## src/rtl/core_bist_ctrl.sv

```systemverilog
// LFSR-driven stimulus and MISR-compacted response controller for a combinational core.
// A run applies N_PAT patterns and holds each for SETTLE+1 cycles, then reports the final signature and pass/fail.
module core_bist_ctrl #(
  parameter int              N_IN      = 14,
  parameter int              N_OUT     = 8,
  parameter int              N_PAT     = 256,
  parameter int              SETTLE    = 2,
  parameter logic [N_IN-1:0] LFSR_SEED = 14'h0001,
  parameter logic [N_IN-1:0] LFSR_POLY = 14'h3005,
  parameter logic [N_OUT-1:0] MISR_POLY = 8'h1D
) (
  input  logic             clk,
  input  logic             rst_n,
  input  logic             start,
  input  logic             abort,
  input  logic [N_OUT-1:0] exp_sig,
  input  logic [N_OUT-1:0] po,
  output logic [N_IN-1:0]  pi,
  output logic             busy,
  output logic             done,
  output logic [N_OUT-1:0] signature,
  output logic             pass
);

  // state   | meaning
  // IDLE    | waiting for start, pi parked at 0
  // APPLY   | pattern held on pi while the core settles
  // CAPTURE | po folded into MISR, LFSR advanced
  // DONE    | signature and pass valid
  typedef enum logic [1:0] {IDLE, APPLY, CAPTURE, DONE} state_t;

  localparam int SW = (SETTLE > 1) ? $clog2(SETTLE) : 1;
  // An all-zero LFSR would lock up, so a zero seed is promoted to 1.
  localparam logic [N_IN-1:0] SEED_EFF =
    (LFSR_SEED == '0) ? {{(N_IN-1){1'b0}}, 1'b1} : LFSR_SEED;

  state_t           state_q, state_d;
  logic [N_IN-1:0]  lfsr_q, lfsr_d, lfsr_next;
  logic [N_IN-1:0]  pi_q, pi_d;
  logic [N_OUT-1:0] misr_q, misr_d, misr_next;
  logic [N_OUT-1:0] sig_q, sig_d;
  logic [15:0]      pat_q, pat_d;
  logic [SW-1:0]    settle_q, settle_d;
  logic             pass_q, pass_d;

  always_comb begin
    lfsr_next = {lfsr_q[N_IN-2:0], 1'b0} ^ (lfsr_q[N_IN-1] ? LFSR_POLY : '0);
    misr_next = {misr_q[N_OUT-2:0], 1'b0} ^ (misr_q[N_OUT-1] ? MISR_POLY : '0) ^ po;
  end

  always_comb begin
    state_d  = state_q;
    lfsr_d   = lfsr_q;
    pi_d     = pi_q;
    misr_d   = misr_q;
    sig_d    = sig_q;
    pat_d    = pat_q;
    settle_d = settle_q;
    pass_d   = pass_q;
    if (abort) begin
      state_d = IDLE;
      pi_d    = '0;
      pass_d  = 1'b0;
    end else begin
      case (state_q)
        IDLE, DONE: begin
          if (start) begin
            lfsr_d   = SEED_EFF;
            pi_d     = SEED_EFF;
            misr_d   = '0;
            pat_d    = '0;
            settle_d = '0;
            pass_d   = 1'b0;
            state_d  = APPLY;
          end
        end
        APPLY: begin
          if (settle_q == SW'(SETTLE - 1)) begin
            settle_d = '0;
            state_d  = CAPTURE;
          end else begin
            settle_d = settle_q + 1'b1;
          end
        end
        CAPTURE: begin
          misr_d = misr_next;
          lfsr_d = lfsr_next;
          pi_d   = lfsr_next;
          if (pat_q == 16'(N_PAT - 1)) begin
            sig_d   = misr_next;
            pass_d  = (misr_next == exp_sig);
            state_d = DONE;
          end else begin
            pat_d   = pat_q + 16'd1;
            state_d = APPLY;
          end
        end
        default: state_d = IDLE;
      endcase
    end
  end

  always_ff @(posedge clk or negedge rst_n) begin
    if (!rst_n) begin
      state_q  <= IDLE;
      lfsr_q   <= SEED_EFF;
      pi_q     <= '0;
      misr_q   <= '0;
      sig_q    <= '0;
      pat_q    <= '0;
      settle_q <= '0;
      pass_q   <= 1'b0;
    end else begin
      state_q  <= state_d;
      lfsr_q   <= lfsr_d;
      pi_q     <= pi_d;
      misr_q   <= misr_d;
      sig_q    <= sig_d;
      pat_q    <= pat_d;
      settle_q <= settle_d;
      pass_q   <= pass_d;
    end
  end

  assign pi        = pi_q;
  assign busy      = (state_q == APPLY) || (state_q == CAPTURE);
  assign done      = (state_q == DONE);
  assign signature = sig_q;
  assign pass      = pass_q && (state_q == DONE);

endmodule
```

## config.mk

```make
export PLATFORM = sky130hd
export DESIGN_NAME = core_bist_ctrl
export DESIGN_NICKNAME = d
export VERILOG_FILES = /design/src/rtl/core_bist_ctrl.sv
export SDC_FILE = /design/constraint.sdc
export NUM_CORES = 1
export LEC_CHECK = 0
export CAP_MARGIN = 10
export CORE_MARGIN = 10
export CORE_UTILIZATION = 25
export CTS_CLUSTER_SIZE = 40
export DETAILED_ROUTE_END_ITERATION = 7
export PLACE_DENSITY = 0.48
export SYNTH_ARGS = -nofsm -noshare
export SYNTH_HDL_FRONTEND = slang
export SYNTH_SLANG_ARGS = --single-unit
export TNS_END_PERCENT = 20
```

## constraint.sdc

```tcl
create_clock -name clk -period 2.2 [get_ports clk]
set_input_delay 0.22 -clock clk [delete_from_list [all_inputs] [get_ports clk]]
set_output_delay 0.22 -clock clk [all_outputs]
set_load 0.01 [all_outputs]
```

==> results.tsv, run 1 <==
stage	metric	value	unit
cts	h-tree-depth	3	
drt	first_pass_iters	4	
worst_setup_path	max_stage_delay	0.42	ns
floorplanning	rows	40	
placement	hpwl	5490	um
drt	vias	2413	
worst_setup_path	path_cells	ha_1 -> nor2b_1 -> or3_1 -> buf_4 -> a211oi_1 -> xnor2_1 -> nor2_1	
power_and_ir_drop	swShare	30.4	%
power_and_ir_drop	vdd_drop_max	0.349	mV
layout	diodes	0	
global_routing	grt-ovfl-total	0	
timing	fmax	0.491	GHz
synthesis	syn-instance-count	315	
power_and_ir_drop	power	3.22	mW
timing	worst_slew_pin_slew	0.788	ns
layout	regArea	1600	sq um
flow_run	maxCapViolCount	0	
timing	final.min_clock_period	2.04	ns
worst_setup_path	cp_max_fo	7	
global_routing	grt_max_degree	65	
global_routing	grt_pass1_vias	2449	
layout	n_fill_cell	1240	
drt	drt_wl_total	7810	um
timing	hold_violations	0	
timing	setup_violations	0	
cts	clockBufferDepth	2	
timing	rsz0062_at_grt	no	
cts	clk_latency	0.33	ns
cts	clock_sinks	64	
power_and_ir_drop	p_clk_share	40.0	%
timing	min_period_over_period	92.5	%
synthesis	yosys_warnings	0	
timing	maxSlewHeadroom	47.2	%
worst_setup_path	critPathSlowestCell	dfrtp_1	
synthesis	synth_fp_nets	340	
power_and_ir_drop	pwr-share-comb	20.2	%
floorplanning	dieArea	17300	sq um
drt	wire_per_inst	14.4	um
layout	drive_gt1_share	10.7	%
global_routing	track_usage	9.31	%
layout	layout.cells.non_filler	541	
min_path	hold_class	in -> async	
floorplanning	boundaryPins	45	
drt	drt.antenna.violating_nets	0	
worst_setup_path	startpoint_type	flop	
power_and_ir_drop	power_leakage	1.78	nW
worst_setup_path	cp.required	2.41	ns
global_routing	antenna_found_initial	0	
synthesis	synth-seq-cells	64	
timing	slew_viol_final	0	
global_routing	grt_pass1_wl	13200	um
synthesis	syn_area	3100	sq um
floorplanning	die_y	131	um
synthesis	avgSynthCellArea	9.85	sq um
power_and_ir_drop	p_switching	0.980	mW
timing	fin_skew	0.00699	ns
layout	final_net_count	394	
placement	place_inst	525	
layout	multi_input_area	1420	sq um
run_status	status	finished clean	
floorplanning	coreArea	12100	sq um
synthesis	ys_types	41	
cts	clkSlewWorstSetupHoldPaths	0.06	ns
layout	fin_util	33.9	%
drt	drtIter0Drc	255	
drt	routed_via_density	4.46	
timing	whs	0.426	ns
power_and_ir_drop	power_frac_seq	39.9	%
layout	area_growth_syn_to_layout	31.8	%
worst_setup_path	cp_data_arrival_time	2.24	ns
floorplanning	start_util	25.7	%
drt	drc	0	
worst_setup_path	setup.worst_path.class	reg -> reg	
placement	portBuffers	44	
cts	numCtsBuffers	9	
cts	cts_root_buf	clkbuf_16	
floorplanning	die_w	131	um
placement	place_congestion	0.758	
synthesis	synth-seq-area-share	51.7	%
power_and_ir_drop	powerDensity	788	nW/um^2
power_and_ir_drop	internal-power	2.24	mW
worst_setup_path	end_kind	flop	
cts	tritoncts	built	
timing	tns	0	ns
-- layout by cell type (no fill, tap or decap), drive strengths merged, types with 2 or more instances in the layout --
cell type	count
and3	3
a21oi	4
mux2i	3
dfrtp	63
nand3	20
a22o	13
a211oi	9
nand2	57
ha	5
and2	2
o21ai	21
o31ai	4
or3	2
clkinvlp	4
clkbuf	10
a2111oi	2
mux2	4
xor2	13
nor3	8
nor2b	3
xnor2	17
nand4	3
inv	6
nor2	22
or4	2
buf	16
clkdlybuf4s50	43
nand2b	4
-- flip-flops by register name, summed over array words and instances, names as in the netlist --
name       count
pass_q         1
pat_q         16
state_q        2
settle_q       1
pi            14
misr_q         8
signature      8
lfsr_q        14
-- worst max-delay path: cells and delay by family (launching register included) --
kind            cells  cell delay (ns)
compound gates      1             0.27
xor+xnor            1             0.15
fa+ha+maj           1             0.30
buf+inv             1             0.20
flops               1             0.42
simple gates        3             0.57
-- path summary, 6_finish.rpt --
check	start	cells past startpoint	endpoint	slack, ns
worst max-delay path	state_q[1]	7	pat_q[2]	0.16
worst min-delay path	rst_n	3	signature[4]	0.43
worst max register to register	state_q[1]	7	pat_q[2]	0.16
worst min register to register	signature[6]	2	signature[6]	0.48
max in group asynchronous	rst_n	3	lfsr_q[0]	1.44
min in group clk	signature[6]	2	signature[6]	0.48
-- stage by stage --
step           cell area [sq um]  setup slack (ns)
2_1_floorplan               3110          0.000450
3_3_place_gp                3810             0.162
3_5_place_dp                3810             0.184
4_1_cts                     4080             0.158
5_1_grt                     4090            0.0383
6_report                    4090             0.165
-- cells by family after synthesis --
family,Yosys count,synth area share [%]
AOI/OAI and AO/OA,57,12.9
xor gates and xnor gates,30,8.47
adders and majority gates,5,2.02
buffers and inverters,23,3.11
DFF,64,51.7
muxes,7,2.42
and+or+nand+nor,129,19.4
-- cells in the mapped netlist --
cell type | instances | area share, %
a2111oi_1 | 1 | 0.32
a2111oi_2 | 1 | 0.48
a211oi_1 | 9 | 2.2
a21oi_1 | 4 | 0.65
a22o_1 | 13 | 3.7
a22oi_1 | 1 | 0.24
a31oi_1 | 1 | 0.20
and2_1 | 2 | 0.40
and3_1 | 3 | 0.61
buf_1 | 1 | 0.12
buf_2 | 5 | 0.81
buf_4 | 1 | 0.24
clkbuf_1 | 10 | 1.2
dfrtp_1 | 63 | 51
dfstp_2 | 1 | 0.85
ha_1 | 5 | 2.0
inv_1 | 6 | 0.73
mux2_1 | 3 | 1.1
mux2_2 | 1 | 0.36
mux2i_1 | 3 | 0.97
nand2_1 | 57 | 6.9
nand2b_1 | 4 | 0.81
nand3_1 | 20 | 3.2
nand4_1 | 3 | 0.61
nor2_1 | 21 | 2.5
nor2_2 | 1 | 0.20
nor2b_1 | 3 | 0.61
nor3_1 | 7 | 1.1
nor3_2 | 1 | 0.32
nor4_4 | 1 | 0.69
o21ai_0 | 4 | 0.65
o21ai_1 | 17 | 2.7
o31ai_1 | 4 | 0.97
o32ai_1 | 1 | 0.28
o41ai_2 | 1 | 0.52
or2_2 | 1 | 0.20
or3_1 | 2 | 0.40
or3b_1 | 1 | 0.28
or4_1 | 2 | 0.48
xnor2_1 | 17 | 4.8
xor2_1 | 13 | 3.7
-- final cells by class --
type	instances	share of cell area [%]
tap	168	5.14
multi-input combinational	228	34.7
clock inverter	5	0.857
clock buffer	10	5.60
timing repair buffer	60	14.0
sequential	64	39.2
inverter	6	0.551
-- timing repair --
item	4_1_cts	5_1_grt
endpoints found under the setup margin	0	1
gates resized for setup	0	1
endpoints found under the hold margin	63	0
buffers inserted	0	0
hold buffers	1	0
-- routing by layer --
layer | wire length (um) | track usage (%) | share of wire, %
met4 | 80 | 3.34 | 1.0
met1 | 3870 | 12.2 | 50
met5 | 0 | 0 | 0
met3 | 325 | 2.90 | 4.2
met2 | 3540 | 14.1 | 45
-- power groups by stage --
| stage | sequential (mW) | clock, mW | combinational [mW] |
|---|---|---|---|
| after floorplan | 1.30 | 0 | 0.380 |
| after global placement | 1.30 | 0 | 0.653 |
| after detailed placement | 1.30 | 0 | 0.657 |
| after CTS | 1.28 | 1.32 | 0.661 |
| after global routing | 1.29 | 1.38 | 0.727 |
| final | 1.28 | 1.29 | 0.650 |
No activity file was read; power rests on OpenSTA's default activity.
==> run 2, diff against run 1 <==
--- a/config.mk
+++ b/config.mk
@@ -5,7 +5,7 @@
 export SDC_FILE = /design/constraint.sdc
 export NUM_CORES = 1
 export LEC_CHECK = 0
-export CAP_MARGIN = 10
+export CAP_MARGIN = 0
 export CORE_MARGIN = 10
 export CORE_UTILIZATION = 25
 export CTS_CLUSTER_SIZE = 40
==> results of run 2 <==
Final layout, timing and power as in run 1 (identical DEF).
